===== src/rtl/slave_response_assembler.sv =====
// slave_response_assembler
//   Collects the per-byte responses from the slave command-to-SPI stage into
//   frames. The frame length comes from the issued command. Frames are buffered
//   in a first-word fall-through byte FIFO and presented on a valid/ready stream
//   with an end-of-frame marker. The block also flags stray bytes, response
//   timeouts and dropped writes.
//   Optional feature macro: CHECKSUM_EN. When defined, an XOR checksum entry is
//   appended to each frame and carries the end-of-frame marker.
`timescale 1ns/1ps

module slave_response_assembler #(
   parameter int DEPTH          = 16,
   parameter int TIMEOUT_CYCLES = 1024
) (
   input  logic       clk,
   input  logic       rst,
   input  logic       start,
   input  logic [2:0] command,
   output logic       busy,
   input  logic       valid_in,
   input  logic [7:0] rx_byte,
   output logic [7:0] out_data,
   output logic       out_valid,
   input  logic       out_ready,
   output logic       out_last,
   output logic       frame_err,
   output logic       timeout,
   output logic       overflow,
   input  logic       clr_err
);

   localparam int AW = $clog2(DEPTH);
   localparam int PW = AW + 1;
   localparam int TW = $clog2(TIMEOUT_CYCLES);

   typedef enum logic [1:0] {
      S_IDLE    = 2'd0,
      S_COLLECT = 2'd1,
      S_CKSUM   = 2'd2
   } state_t;

   state_t          r_state;
   logic [3:0]      r_remaining;
   logic [TW-1:0]   r_timer;
   logic [7:0]      r_xor;
   logic            r_frame_err;
   logic            r_timeout;
   logic            r_overflow;
   logic [PW-1:0]   r_wr_ptr;
   logic [PW-1:0]   r_rd_ptr;
   logic [8:0]      r_mem [DEPTH];

   state_t          w_state_nxt;
   logic [3:0]      w_remaining_nxt;
   logic [TW-1:0]   w_timer_nxt;
   logic [7:0]      w_xor_nxt;
   logic            w_wr_req;
   logic [8:0]      w_wr_entry;
   logic            w_frame_err_nxt;
   logic            w_timeout_nxt;
   logic            w_full;
   logic            w_empty;
   logic            w_wr_en;
   logic            w_rd_en;
   logic [8:0]      w_head;

   // Full/empty come from the extra pointer MSB. Full is decided before any same-cycle read.
   assign w_empty = (r_wr_ptr == r_rd_ptr);
   assign w_full  = (r_wr_ptr[AW] != r_rd_ptr[AW]) &&
                    (r_wr_ptr[AW-1:0] == r_rd_ptr[AW-1:0]);
   assign w_wr_en = w_wr_req & ~w_full;
   assign w_rd_en = out_ready & ~w_empty;

   // Frame FSM: next state, counters and the FIFO write request.
   always_comb begin
      // NOTE: every signal gets a default first so that no path through the case leaves one unassigned and infers a latch.
      w_state_nxt     = r_state;
      w_remaining_nxt = r_remaining;
      w_timer_nxt     = r_timer;
      w_xor_nxt       = r_xor;
      w_wr_req        = 1'b0;
      w_wr_entry      = 9'd0;
      w_frame_err_nxt = 1'b0;
      w_timeout_nxt   = 1'b0;
      case (r_state)
         S_IDLE: begin
            // A byte with no command outstanding is stray. It is flagged even if start arrives in the same cycle.
            if (valid_in) w_frame_err_nxt = 1'b1;
            if (start) begin
               w_remaining_nxt = {1'b0, command} + 4'd1;
               w_timer_nxt     = '0;
               w_xor_nxt       = 8'd0;
               w_state_nxt     = S_COLLECT;
            end
         end
         S_COLLECT: begin
            if (valid_in) begin
               w_wr_req        = 1'b1;
               w_remaining_nxt = r_remaining - 4'd1;
               w_xor_nxt       = r_xor ^ rx_byte;
               w_timer_nxt     = '0;
               w_wr_entry      = {1'b0, rx_byte};
               if (r_remaining == 4'd1) begin
`ifdef CHECKSUM_EN
                  w_state_nxt = S_CKSUM;
`else
                  w_wr_entry  = {1'b1, rx_byte};
                  w_state_nxt = S_IDLE;
`endif
               end
            end else if (r_timer == TW'(TIMEOUT_CYCLES - 1)) begin
               // Abort: terminate the frame with a marked filler byte so the consumer still sees its end.
               w_wr_req        = 1'b1;
               w_wr_entry      = {1'b1, 8'hFF};
               w_timeout_nxt   = 1'b1;
               w_frame_err_nxt = 1'b1;
               w_state_nxt     = S_IDLE;
            end else begin
               w_timer_nxt = r_timer + 1'b1;
            end
         end
`ifdef CHECKSUM_EN
         S_CKSUM: begin
            // The checksum entry waits for space instead of being dropped.
            if (!w_full) begin
               w_wr_req    = 1'b1;
               w_wr_entry  = {1'b1, r_xor};
               w_state_nxt = S_IDLE;
            end
         end
`endif
         default: w_state_nxt = S_IDLE;
      endcase
   end

   // FSM state, frame counters and the registered error pulses.
   always_ff @(posedge clk or negedge rst) begin
      if (!rst) begin
         r_state     <= S_IDLE;
         r_remaining <= 4'd0;
         r_timer     <= '0;
         r_xor       <= 8'd0;
         r_frame_err <= 1'b0;
         r_timeout   <= 1'b0;
      end else begin
         // NOTE: state registers use non-blocking assignment so every flop samples pre-edge values regardless of statement order.
         r_state     <= w_state_nxt;
         r_remaining <= w_remaining_nxt;
         r_timer     <= w_timer_nxt;
         r_xor       <= w_xor_nxt;
         r_frame_err <= w_frame_err_nxt;
         r_timeout   <= w_timeout_nxt;
      end
   end

   // FIFO pointers and sticky overflow. A clear takes priority over same-cycle traffic.
   always_ff @(posedge clk or negedge rst) begin
      if (!rst) begin
         r_wr_ptr   <= '0;
         r_rd_ptr   <= '0;
         r_overflow <= 1'b0;
      end else if (clr_err) begin
         r_wr_ptr   <= '0;
         r_rd_ptr   <= '0;
         r_overflow <= 1'b0;
      end else begin
         if (w_wr_en) r_wr_ptr <= r_wr_ptr + 1'b1;
         if (w_rd_en) r_rd_ptr <= r_rd_ptr + 1'b1;
         if (w_wr_req && w_full) r_overflow <= 1'b1;
      end
   end

   // FIFO storage.
   always_ff @(posedge clk) begin
      // NOTE: the storage array has no reset. Its contents are never observed until written, because the outputs are gated by out_valid.
      if (w_wr_en) r_mem[r_wr_ptr[AW-1:0]] <= w_wr_entry;
   end

   assign w_head    = r_mem[r_rd_ptr[AW-1:0]];
   assign out_valid = ~w_empty;
   assign out_data  = out_valid ? w_head[7:0] : 8'd0;
   assign out_last  = out_valid & w_head[8];
   assign busy      = (r_state != S_IDLE);
   assign frame_err = r_frame_err;
   assign timeout   = r_timeout;
   assign overflow  = r_overflow;

endmodule

===== config.mk =====
export PLATFORM = sky130hd
export DESIGN_NAME = slave_response_assembler
export DESIGN_NICKNAME = d
export VERILOG_FILES = /design/src/rtl/slave_response_assembler.sv
export SDC_FILE = /design/constraint.sdc
export NUM_CORES = 1
export LEC_CHECK = 0
export CORE_ASPECT_RATIO = 0.6
export CORE_MARGIN = 2
export CORE_UTILIZATION = 25
export DETAILED_ROUTE_END_ITERATION = 8
export GPL_TIMING_DRIVEN = 0
export SYNTH_ARGS = -nofsm -noshare
export SYNTH_HDL_FRONTEND = slang
export SYNTH_SLANG_ARGS = --single-unit

===== constraint.sdc =====
create_clock -name clk -period 6.66 [get_ports clk]
set_input_delay 0.666 -clock clk [delete_from_list [all_inputs] [get_ports clk]]
set_output_delay 0.666 -clock clk [all_outputs]
set_load 0.03 [all_outputs]

==> key figures, run 1 <==
Outcome
  – Status: completed

Global routing
  – Pin count of the biggest net entering global routing: 29
  – Vias in the first global route: 3965
  – First-pass GRT wire length: between 20 and 30 mm
  – GRT Total Usage: 0.114
  – Grt ovf: 0
  – Antenna violations before repair: 0

Placement
  – GP Congestion: 0.750
  – DP Area: 8130 um2
  – Post-DP HPWL: 11.4 mm
  – PortBufs: 30

Setup path
  – Setup crit start: r_rd_ptr[1]$_DFFE_PN0P_
  – Arrival @ worst endpoint: 3.28 ns
  – Reg2reg setup slack: 3.91 ns
  – CP required: 5.99 ns
  – Worst reg2reg startpoint: r_timer[0]$_DFFE_PN0P_
  – Crit. End Element: output pin
  – CP endpoint: out_data[7]
  – Critical-path maximum fanout: 10
  – Critical path launch point type: flip-flop
  – Setup CP Type: reg -> out
  – FF-to-FF path depth: 6
  – RR Endpoint: r_mem[11][5]$_DFFE_PP_

STA
  – Min Tclk post-route: 3.95 ns
  – Final slew viol count: 0
  – Setup TNS: 0 ns
  – Clk_skew: between 0.01 and 0.015 ns
  – Fmax: 0.253 GHz
  – Worst Tran Pin Value: 1.28 ns
  – Final worst-path cycle share: 0.593
  – RSZ-0062 raised after global routing: false
  – Fin. Hold Viols: 0
  – # setup viols final: 0
  – Slew headroom: 0.149

Floorplanning
  – Ports: 31
  – DIE HEIGHT: 137 um
  – Core Region: 28800 um2
  – Cell Rows: 48
  – Die width: 225 um
  – Initial Utilization: 0.255
  – Die ar.: 30900 um2

Final layout
  – Nets: 521
  – Commonest non-fill, non-tap cell in the layout: edfxtp_1
  – Design Area, Final: 8700 um2
  – Fill count: 2854
  – Antenna diode count: 0
  – Most frequent cells in the layout: edfxtp_1 (144), mux4_2 (36), clkdlybuf4s50_1 (29)
  – Synth-to-layout area growth: 18.3%
  – Layout cells sized above 1: 0.178

Drt
  – Drt first pass iters: 4
  – Avg WL per Cell: 18.9 um
  – Routed via count: 4058
  – Final wirelength: 16.6 mm
  – DRT antenna net count: 0
  – Final routed DRC violation total: 0
  – Initial DRC Count: around 370
  – Vias per cell: approximately 4.6

Clock network
  – Root Driver: clkbuf_16
  – # resized after CTS: 0
  – Max H-tree Level: 4
  – Total CTS buffers: 17
  – Clock insertion delay at the later pin of the skew report: around 0.43 ns
  – Post-CTS Setup Bufs: 0
  – CTS tree: built
  – Worst-case clock buffer depth: 2
  – CTS Hold Bufs: 0
  – CTS Sinks: 172
  – Clk slew on worst S/H paths: 0.07 ns

Power and ir drop
  – Maximum vdd drop: between 0.00015 and 0.0002 V
  – Power per cell area: 328 nW/um2
  – Pleak: 2.89 nW

Run
  – # Max-Cap Violations: 0

Synth
  – Synth Register Bits: 172
  – Top FF cell, synth: edfxtp_1
  – Ys async rst share: 0.163
  – Synth Cell Area: 7360 um2
  – Syn_nets: around 470
  – Post-synth cell types: 45
  – Post-synthesis sequential area ratio: 0.683
  – YS warnings: 0
  – Syn Area/Cell: 16.5 um2
  – EDFF count, synth: 144
  – Syn Inst Count: roughly 450

Min path
  – Hold WC Path Type: in -> async
## per-stage QoR
step	instances	utilization	hold WS (ns)	power [mW]	setup slack, ns
after CTS	881	0.301	0.518	2.88	2.59
final	882	0.302	0.277	2.86	2.71
after global routing	882	0.302	0.318	2.99	2.52
after detailed placement	850	0.282	0.505	1.95	3.05
after floorplan	445	-	0.370	1.72	3.97
after global placement	850	0.282	0.496	1.95	3.08
## critical path: stages, from the launching register on
cell	delay, ns
dfrtp_1	0.41
buf_1	0.52
buf_2	0.43
mux4_2	0.28
mux2i_1	0.07
a211oi_1	0.40
clkdlybuf4s50_1	0.75
## where the power goes
group          internal, mW  total, mW  switching (mW)
Sequential             1.23       1.26          0.0304
Combinational         0.278      0.658           0.381
Clock                 0.515      0.934           0.418
Total                  2.03       2.86           0.829
## cell families after synthesis
logic type,share of synthesized area
buffers and inverters,0.0259
multiplexers,0.128
AND/OR/NAND/NOR,0.0692
flip-flops,0.683
adder cells (fa/ha/maj),0.0153
XOR/XNOR,0.0202
AO/OA/AOI/OAI,0.0582
## worst min-delay path by stage
stage	startpoint	endpoint	slack, ns	cells past startpoint
6_report	rst	r_state[0]$_DFFE_PN0P_	0.28	1
4_1_cts	r_timer[7]$_DFFE_PN0P_	r_timer[7]$_DFFE_PN0P_	0.52	1
2_1_floorplan	rst	frame_err$_DFF_PN0_	0.37	0
5_1_grt	rst	frame_err$_DFF_PN0_	0.32	1
3_5_place_dp	r_timer[7]$_DFFE_PN0P_	r_timer[7]$_DFFE_PN0P_	0.50	1
3_3_place_gp	r_timer[7]$_DFFE_PN0P_	r_timer[7]$_DFFE_PN0P_	0.50	1
## layout make-up
cell class | count | area (um2) | share of cell area
tap | 375 | 469 | 0.0539
sequential | 172 | 5020 | 0.578
clock buffer | 19 | 433 | 0.0498
buffer | 24 | 126 | 0.0145
timing repair buffer | 31 | 303 | 0.0348
multi-input combinational | 232 | 2160 | 0.249
clock inverter | 12 | 115 | 0.0132
inverter | 17 | 63.8 | 0.00733
## flip-flops by register name, indices dropped and copies added, names as in the netlist
| register | cells |
|---|---|
| r_mem | 144 |
| r_state | 1 |
| r_timer | 10 |
| frame_err | 1 |
| r_rd_ptr | 5 |
| r_remaining | 4 |
| r_wr_ptr | 5 |
| timeout | 1 |
| overflow | 1 |
## cells in the mapped netlist, drive strengths merged, types with 3 or more instances
cell	number	area, um2
and3	14	87.6
a211oi	19	143
clkbuf	8	35.0
or3	3	18.8
nand3	8	40.0
mux4	36	811
o21ai	9	45.0
inv	17	63.8
buf	16	91.3
mux2i	12	120
and2	3	18.8
nand4	5	31.3
ha	9	113
nand2	11	41.3
dfrtp	28	701
xnor2	15	131
edfxtp	144	4320
a21oi	25	136
nor2	23	86.3
nor2b	15	93.8
and4	4	35.0
## metal layers
| layer | up-vias | share of wire | GRT usage |
|---|---|---|---|
| met1 | 2129 | 0.52 | 0.173 |
| li1 | 1837 | - | - |
| met2 | 76 | 0.43 | 0.161 |
| met4 | 0 | 0.0094 | 0.0309 |
| met5 | - | 0 | 0 |
| met3 | 16 | 0.042 | 0.0262 |
(Power assumes the default switching activity.)
==> inputs of run 2 (changes only) <==
==> constraint.sdc (replaced) <==
create_clock -name clk -period 3.5 [get_ports clk]
set_input_delay 0.35 -clock clk [delete_from_list [all_inputs] [get_ports clk]]
set_output_delay 0.35 -clock clk [all_outputs]
set_load 0.03 [all_outputs]
==> key figures, run 2 (synthesis gave the netlist of run 1 again) <==
Drt
  – Final routed DRC violation total: 0
  – DRT antenna net count: 0
  – Avg WL per Cell: 18.9 um
  – Drt first pass iters: 5
  – Final wirelength: 16.7 mm
  – Initial DRC Count: 372
  – Routed via count: between 4000 and 5000
  – Vias per cell: 4.62

Final layout
  – Nets: 521
  – Antenna diode count: 0
  – Final core occ: 0.302
  – Number of flip-flops under the largest register name: 144
  – Multi-input gate area: 2160 um2
  – Layout Cells excl Fill: 882
  – Most frequent cells in the layout: edfxtp_1 (144), mux4_2 (36), dfrtp_1 (28)
  – Fill count: 2849
  – Layout cells sized above 1: 0.185
  – Commonest non-fill, non-tap cell in the layout: edfxtp_1
  – Synth-to-layout area growth: 18.5%
  – Register Area: approximately 5000 um2

STA
  – Clk_skew: ~0.010 ns
  – RSZ-0062 raised after global routing: false
  – Final WS setup: 0.118 ns
  – Fmax: 0.296 GHz
  – # setup viols final: 0
  – Fin. Hold Viols: 28
  – Final slew viol count: 0
  – Worst Tran Pin Value: 1.32 ns
  – Setup TNS: 0 ns
  – Min Tclk post-route: 3.38 ns
  – Final worst-path cycle share: 0.966
  – Slew headroom: 0.119
  – Hold_ws: -0.0402 ns

Floorplanning
  – Cell Rows: 48
  – DIE HEIGHT: approximately 140 um
  – Ports: 31
  – Die ar.: 30900 um2
  – Die width: 225 um
  – Core Region: around 29000 um2
  – Initial Utilization: 0.255

Power and ir drop
  – Power per cell area: 623 nW/um2
  – Design Power: 5.43 mW
  – Pleak: around 3.0 nW
  – Maximum vdd drop: 0.000286 V

Global routing
  – GRT Total Usage: 0.114
  – Grt ovf: 0
  – Vias in the first global route: just under 4000
  – Antenna violations before repair: 0
  – Pin count of the biggest net entering global routing: 29
  – First-pass GRT wire length: 25.3 mm

Setup path
  – Setup crit start: r_rd_ptr[0]$_DFFE_PN0P_
  – CP required: between 3 and 4 ns
  – Setup CP Type: reg -> out
  – Critical-path maximum fanout: 10
  – Arrival @ worst endpoint: between 3 and 4 ns
  – Crit. End Element: output pin
  – Worst reg2reg startpoint: r_timer[0]$_DFFE_PN0P_
  – Critical path launch point type: flip-flop

Min path
  – Hold WC Path Type: in -> async

Clock network
  – Max H-tree Level: 4
  – CTS tree: built
  – CTS Sinks: 172
  – Clk slew on worst S/H paths: 0.07 ns
  – CTS Hold Bufs: 0
  – Clock insertion delay at the later pin of the skew report: 0.43 ns
  – Worst-case clock buffer depth: 2
  – Total CTS buffers: 17
  – Root Driver: clkbuf_16

Placement
  – GP Congestion: 0.750
  – PortBufs: 30
  – DP Cell Count: 850
  – Worst slack, placed: 0.206 ns
  – Post-DP HPWL: 11.4 mm

Outcome
  – Status: finished with violations
  – Failing checks: negative hold slack

Run
  – # Max-Cap Violations: 0
==> run 2: cell count changes in the layout (fill, tap and decap cells not counted) <==
cell             change
buf_4                +1
clkbuf_2             +1
dlymetal6s2s_1       +4
clkdlybuf4s50_1      -4
clkbuf_1             -1
clkbuf_4             -1
buf_2                +3
buf_1                -3
==> run 2: area by class of cell <==
cell class / count / area share
Multi-Input combinational cell: 232 / 0.248
Timing Repair Buffer: 31 / 0.0359
Inverter: 17 / 0.00732
Buffer: 24 / 0.0151
Sequential cell: 172 / 0.577
Tap cell: 375 / 0.0538
Clock buffer: 19 / 0.0497
Clock inverter: 12 / 0.0132
==> run 2: what timing repair did <==
item                                    CTS  global route
setup buffers                             0             0
endpoints found under the setup margin    9             6
endpoints found under the hold margin     0             0
resized for setup                         4             5
==> run 2: worst max-delay path, stage by stage, from the launching register on <==
cell,delay [ns]
dfrtp_1,0.45
buf_4,0.29
mux4_2,0.54
nor2b_1,0.15
a211oi_1,0.39
a211oi_1,0.14
clkdlybuf4s50_1,0.65
==> run 2: worst paths after layout <==
path,endpoint,slack (ns),cells past startpoint
min in group clk,r_timer[7]$_DFFE_PN0P_,0.52,1
max in group asynchronous,r_wr_ptr[4]$_DFFE_PN0P_,3.08,1
setup reg to reg,r_mem[11][5]$_DFFE_PP_,0.75,6
setup / recovery,out_data[1],0.12,6
hold / removal,frame_err$_DFF_PN0_,-0.04,1
hold reg to reg,r_timer[7]$_DFFE_PN0P_,0.52,1
==> run 2: metal layers <==
layer  vias to the layer above  global-route usage  share of wire
met5                         -                   0              0
met4                         0              0.0309         0.0097
met3                        14              0.0262          0.055
met2                       110               0.161           0.43
met1                      2120               0.173           0.51
li1                       1835                   -              -
==> run 2: through the flow <==
stage	hold WS, ns	area (um2)
after floorplan	0.0544	7360
after global placement	0.496	8130
after detailed placement	0.505	8130
after CTS	0.518	8690
after global routing	0.00209	8710
final	-0.0402	8710
==> run 2: where the power goes <==
part           internal [mW]  switching, mW
registers               2.35         0.0584
logic                  0.526          0.725
clock network          0.981          0.796
total                   3.85           1.58
